<file path="src/rtl/single_ram_ext_module.sv">
// single_ram_ext_module: single-port RAM with byte write enables,
// 1/2-cycle read latency, read-during-write modes and post-reset clear.
module single_ram_ext_module #(
  parameter int P_DATA_WIDTH   = 32,
  parameter int P_BYTE_WIDTH   = 8,
  parameter int P_ADDR_DEPTH   = 128,
  parameter int P_READ_LATENCY = 1,
  parameter int P_RDW_MODE     = 0,
  localparam int LP_NB = P_DATA_WIDTH / P_BYTE_WIDTH,
  localparam int LP_AW = (P_ADDR_DEPTH > 1) ? $clog2(P_ADDR_DEPTH) : 1
) (
  input  logic                    i_clk,
  input  logic                    i_rst,
  input  logic                    i_ena,
  input  logic [LP_NB-1:0]        i_wea,
  input  logic [P_DATA_WIDTH-1:0] i_wdata,
  input  logic [LP_AW-1:0]        i_addr,
  output logic [P_DATA_WIDTH-1:0] o_rdata,
  output logic                    o_rvalid,
  output logic                    o_ready
);

  localparam logic [0:0] ST_INIT = 1'b0;
  localparam logic [0:0] ST_RUN  = 1'b1;
  localparam logic [LP_AW:0] LP_DEPTH =
    (LP_AW+1)'(P_ADDR_DEPTH);
  localparam logic [LP_AW-1:0] LP_LAST =
    LP_AW'(P_ADDR_DEPTH - 1);

  logic [P_DATA_WIDTH-1:0] mem_q [P_ADDR_DEPTH];

  logic [0:0]              state_q, state_d;
  logic [LP_AW-1:0]        cnt_q, cnt_d;
  logic                    acc, in_range, is_wr;
  logic [P_DATA_WIDTH-1:0] old_word, merged, rd_val;
  logic                    rd_fire;
  logic                    mem_we;
  logic [LP_AW-1:0]        mem_wa;
  logic [P_DATA_WIDTH-1:0] mem_wd;
  logic                    v1_q;
  logic [P_DATA_WIDTH-1:0] d1_q;

  assign o_ready  = (state_q == ST_RUN);
  assign acc      = i_ena & o_ready;
  assign in_range = ({1'b0, i_addr} < LP_DEPTH);
  assign is_wr    = |i_wea;
  assign old_word = in_range ? mem_q[i_addr] : '0;

  // Byte-lane merge of write data over the currently stored word
  always_comb begin
    merged = old_word;
    for (int k = 0; k < LP_NB; k++) begin
      if (i_wea[k]) begin
        merged[k*P_BYTE_WIDTH +: P_BYTE_WIDTH] =
          i_wdata[k*P_BYTE_WIDTH +: P_BYTE_WIDTH];
      end
    end
  end

  // Select returned word and whether a read response is produced
  always_comb begin
    rd_fire = acc;
    rd_val  = old_word;
    if (is_wr) begin
      case (P_RDW_MODE)
        1:       rd_val  = in_range ? merged : '0;
        2:       rd_fire = 1'b0;
        default: rd_val  = old_word;
      endcase
    end
  end

  // Clear-sweep sequencing: INIT walks every word once, then RUN
  always_comb begin
    state_d = state_q;
    cnt_d   = cnt_q;
    if (state_q == ST_INIT) begin
      cnt_d = cnt_q + 1'b1;
      if (cnt_q == LP_LAST) begin
        state_d = ST_RUN;
        cnt_d   = '0;
      end
    end
  end

  // FSM and clear counter registers
  always_ff @(posedge i_clk) begin
    if (!i_rst) begin
      state_q <= ST_INIT;
      cnt_q   <= '0;
    end else begin
      state_q <= state_d;
      cnt_q   <= cnt_d;
    end
  end

  // Array port is shared by the clear sweep and user writes
  assign mem_we = i_rst & ((state_q == ST_INIT) |
                           (acc & is_wr & in_range));
  assign mem_wa = (state_q == ST_INIT) ? cnt_q : i_addr;
  assign mem_wd = (state_q == ST_INIT) ? '0 : merged;

  // Storage array, deliberately without reset
  always_ff @(posedge i_clk) begin
    if (mem_we) begin
      mem_q[mem_wa] <= mem_wd;
    end
  end

  // First read stage; data holds when no response is issued
  always_ff @(posedge i_clk) begin
    if (!i_rst) begin
      v1_q <= 1'b0;
      d1_q <= '0;
    end else begin
      v1_q <= rd_fire;
      if (rd_fire) begin
        d1_q <= rd_val;
      end
    end
  end

  if (P_READ_LATENCY == 2) begin : g_lat2
    logic                    v2_q;
    logic [P_DATA_WIDTH-1:0] d2_q;

    // Extra output register; reset drops a response still in flight
    always_ff @(posedge i_clk) begin
      if (!i_rst) begin
        v2_q <= 1'b0;
        d2_q <= '0;
      end else begin
        v2_q <= v1_q;
        if (v1_q) begin
          d2_q <= d1_q;
        end
      end
    end

    assign o_rvalid = v2_q;
    assign o_rdata  = d2_q;
  end else begin : g_lat1
    assign o_rvalid = v1_q;
    assign o_rdata  = d1_q;
  end

endmodule

</file>
<file path="config.mk">
export PLATFORM = sky130hd
export DESIGN_NAME = single_ram_ext_module
export DESIGN_NICKNAME = d
export VERILOG_FILES = /design/src/rtl/single_ram_ext_module.sv
export SDC_FILE = /design/constraint.sdc
export NUM_CORES = 2
export LEC_CHECK = 0
export CORE_MARGIN = 1.5
export CORE_UTILIZATION = 35
export CTS_BUF_LIST = sky130_fd_sc_hd__clkbuf_8
export CTS_CLUSTER_DIAMETER = 80
export DETAILED_ROUTE_END_ITERATION = 8
export HOLD_SLACK_MARGIN = 0.08
export MAX_ROUTING_LAYER = met4
export PLACE_DENSITY = 0.55
export SETUP_SLACK_MARGIN = 0.3
export SYNTH_ARGS = -nofsm -noshare
export SYNTH_HDL_FRONTEND = slang
export SYNTH_SLANG_ARGS = --single-unit
</file>
<file path="constraint.sdc">
create_clock -name i_clk -period 8.3 [get_ports i_clk]
set_clock_uncertainty 0.1 [all_clocks]
set_input_delay 1.245 -clock i_clk [delete_from_list [all_inputs] [get_ports i_clk]]
set_output_delay 1.245 -clock i_clk [all_outputs]
set_load 0.005 [all_outputs]
</file>
==> impl_metrics.tcl <==
set metrics [dict create \
    outcome "finished, violations left" \
    violations "capacitance limit, slew limit" \
    start_kind "primary input" \
    synth_cells 7274 \
    min_to "o_ready$_SDFF_PN0_" \
    final-setup-viol-count 0 \
    post-route-cell-area_sq_mm 0.182 \
    gr-total-overflow 0 \
    die_y_microns 678 \
    layout_setup_ws_ns 2.21 \
    io_pins 80 \
    ys_ff_latch 4137 \
    root_buffer "clkbuf_8" \
    dieArea_sq_mm 0.459 \
    syn-num-nets 7321 \
    fin_util_pct 40.2 \
    yosys_warnings 0 \
    r2r_end "mem_q[74][16]$_DFFE_PP_" \
    cts_hold_buf 0 \
    clk_latency_ns 1.27 \
    seq_area_frac_synth_pct 77.8 \
    final_common_cell "edfxtp_1" \
    grt_pass1_wl_mm 695 \
    place_area_sq_mm 0.170 \
    ys.flop_type "edfxtp_1" \
    regToRegStartpoint "o_ready$_SDFF_PN0_" \
    die_x_microns 678 \
    cts_resized 0 \
    hp-class "primary input to flop" \
    r2r_cells 7 \
    p_leak_nw 60.1 \
    cts_sinks 4137 \
    routed_wirelength_mm 511 \
    rows 247 \
    slowest_stage "o21ai_0" \
    fin_crit_ns 6.09 \
    grt_usage_pct 22.5 \
    firstDrtPassIters 6 \
    path_class "primary input to flop" \
    power.total_mw 40.9 \
    drt_iter0_drc 12374 \
    dp_worst_setup_slack_ns 1.28 \
    cts_buffers 674 \
    antenna_found_initial 40 \
    drive_above_1_share_pct 27.7 \
    synth_area_sq_mm 0.159 \
    port-buffer-count 79 \
    area_growth_pct 14.3 \
    cts-htree-levels 6 \
    synth_top_area_cell "edfxtp_1" \
    clkTransAtPathRegs_ns 0.06 \
    vias 83678 \
    synth-edff-count 4096 \
    cpMostUsedCell "buf_4" \
    required_ns 9.07 \
    endpoint_kind "flop" \
    core_region_area_sq_mm 0.453 \
    worstPathArrival_ns 6.85 \
    initial_core_util_pct 35.2 \
    gp_congestion 0.910 \
    placed_cells 13300 \
    max-vdd-ir-drop_uv 156 \
    dp_hpwl_mm 305 \
    drt-vias-per-instance 5.76 \
    synth_top_area_share_pct 77.2 \
    hold_depth 2 \
    timing.fmax_ghz 0.164 \
    rsz0062_at_grt "false" \
    postRouteAntennaNets 0 \
    cts_tree "built" \
    slew_violations 1 \
    async_flop_share_pct 0 \
    cp_cell_sequence "buf_4 -> buf_4 -> nand2b_2 -> o21ai_0 -> o21ai_1 -> o21ai_1 -> o211a_4 -> buf_4" \
    min_from "i_rst" \
    post-cts-setup-buffers 0 \
    final_cell_mix "edfxtp_1 (4096), mux4_2 (908), clkbuf_8 (691), mux2i_1 (417), buf_4 (339)" \
    cpPeakStageDelay_ns 1.15 \
    drc 0 \
    worst-slew-pin-transition_ns 1.49 \
    cap_viol_max_count 1 \
    grt_pass1_vias 83040 \
    fin_nets 8048 \
    period_share_pct 73.3 \
    wire_per_inst_microns 35.2 \
    finalSetupTns_ns 0 \
    syn_area_per_cell_sq_um 21.9 \
    hold_slack_ns 0.350 \
    slew_headroom_pct -0.622 \
    synth_cell_types 76 \
    crit_path_max_fanout 80 \
    fin_cells 14534 \
    clk_path_buf_depth 4 \
    p_per_area_mw_per_mm2 225 \
    grt_max_degree 129 \
    r2r_slack_ns 3.15 \
    synthTopCellsByArea "edfxtp_1 (77%), mux4_2 (13%), mux2i_1 (2.6%), dfxtp_1 (0.52%), nor2_1 (0.50%)" \
    finalHoldViolations 0 \
]
[worst max-delay path by stage]
stage | start | end | slack (ns) | depth (start not counted)
2_1_floorplan | i_addr[2] | mem_q[0][19]$_DFFE_PP_ | 0.50 | 9
5_1_grt | i_addr[0] | mem_q[30][0]$_DFFE_PP_ | 2.27 | 11
3_3_place_gp | i_addr[1] | mem_q[98][26]$_DFFE_PP_ | 1.30 | 11
6_report | i_addr[4] | mem_q[12][11]$_DFFE_PP_ | 2.21 | 8
4_1_cts | i_addr[4] | mem_q[9][11]$_DFFE_PP_ | 2.60 | 8
3_5_place_dp | i_addr[4] | mem_q[19][11]$_DFFE_PP_ | 1.28 | 8
[critical path: cells and delay by family]
family          cells  cell delay (ns)
simple gates        1             0.66
buf+inv             3             2.01
compound gates      4             2.65
[where the power goes]
group | internal, mW | switching, mW | total, mW
Sequential | 22.6 | 0.00810 | 22.7
Clock | 8.01 | 8.24 | 16.3
Combinational | 0.687 | 1.26 | 1.95
[routing by layer]
| metal | up-vias | global-route usage (%) | part of all wire, % | wire, microns |
|---|---|---|---|---|
| met1 | 45224 | 30.1 | 40 | 203000 |
| met2 | 5037 | 33.2 | 45 | 231000 |
| met4 | 0 | 8.90 | 4.6 | 23400 |
| met5 | - | - | 0 | 0 |
| met3 | 971 | 5.26 | 10 | 53400 |
| li1 | 32446 | - | - | - |
[cell usage after synthesis, types with 10 or more instances]
library cell     n
a22o_1          24
buf_2          122
a211oi_1        17
buf_8           11
nor3_1          55
mux2i_1        417
nand2b_1        21
nand4_1         17
nor2b_1         20
buf_4           71
o21ai_1         14
mux4_2         908
and3_1          13
buf_6           52
o21ai_0        156
clkbuf_1       123
edfxtp_1      4096
buf_1           25
nand2_1        193
a221oi_1        47
dfxtp_1         41
nor2_1         212
o221ai_1        49
and2_1          10
a21oi_1        105
o22ai_1        113
o31a_1          10
nand3_1         22
mux2_2          34
o211ai_1        14
a22oi_1         83
o32ai_1         12
a31oi_1         26
[flip-flops by register name, indices dropped and copies added (netlist names)]
register	flops
mem_q	4096
o_rdata	32
cnt_q	7
o_ready	1
o_rvalid	1
[final cells by class]
class | instances | area [sq um]
antenna | 27 | 67.6
clock buffer | 691 | 9510
clock inverter | 515 | 2570
fill | 39789 | 271000
inverter | 12 | 55.1
multi-input combinational | 2715 | 34200
sequential | 4137 | 124000
tap | 5976 | 7480
timing repair buffer | 461 | 4210
[cells by family after synthesis]
group                    after synthesis  synth area share, %
flip-flops                          4137                 77.8
multiplexers                        1359                 15.7
AO/OA/AOI/OAI                        754                 3.21
AND/OR/NAND/NOR                      596                 1.66
buffers and inverters                422                 1.63
XOR/XNOR                               5               0.0275
adder cells (fa/ha/maj)                1              0.00786
Power figures use the tool's default switching activity.
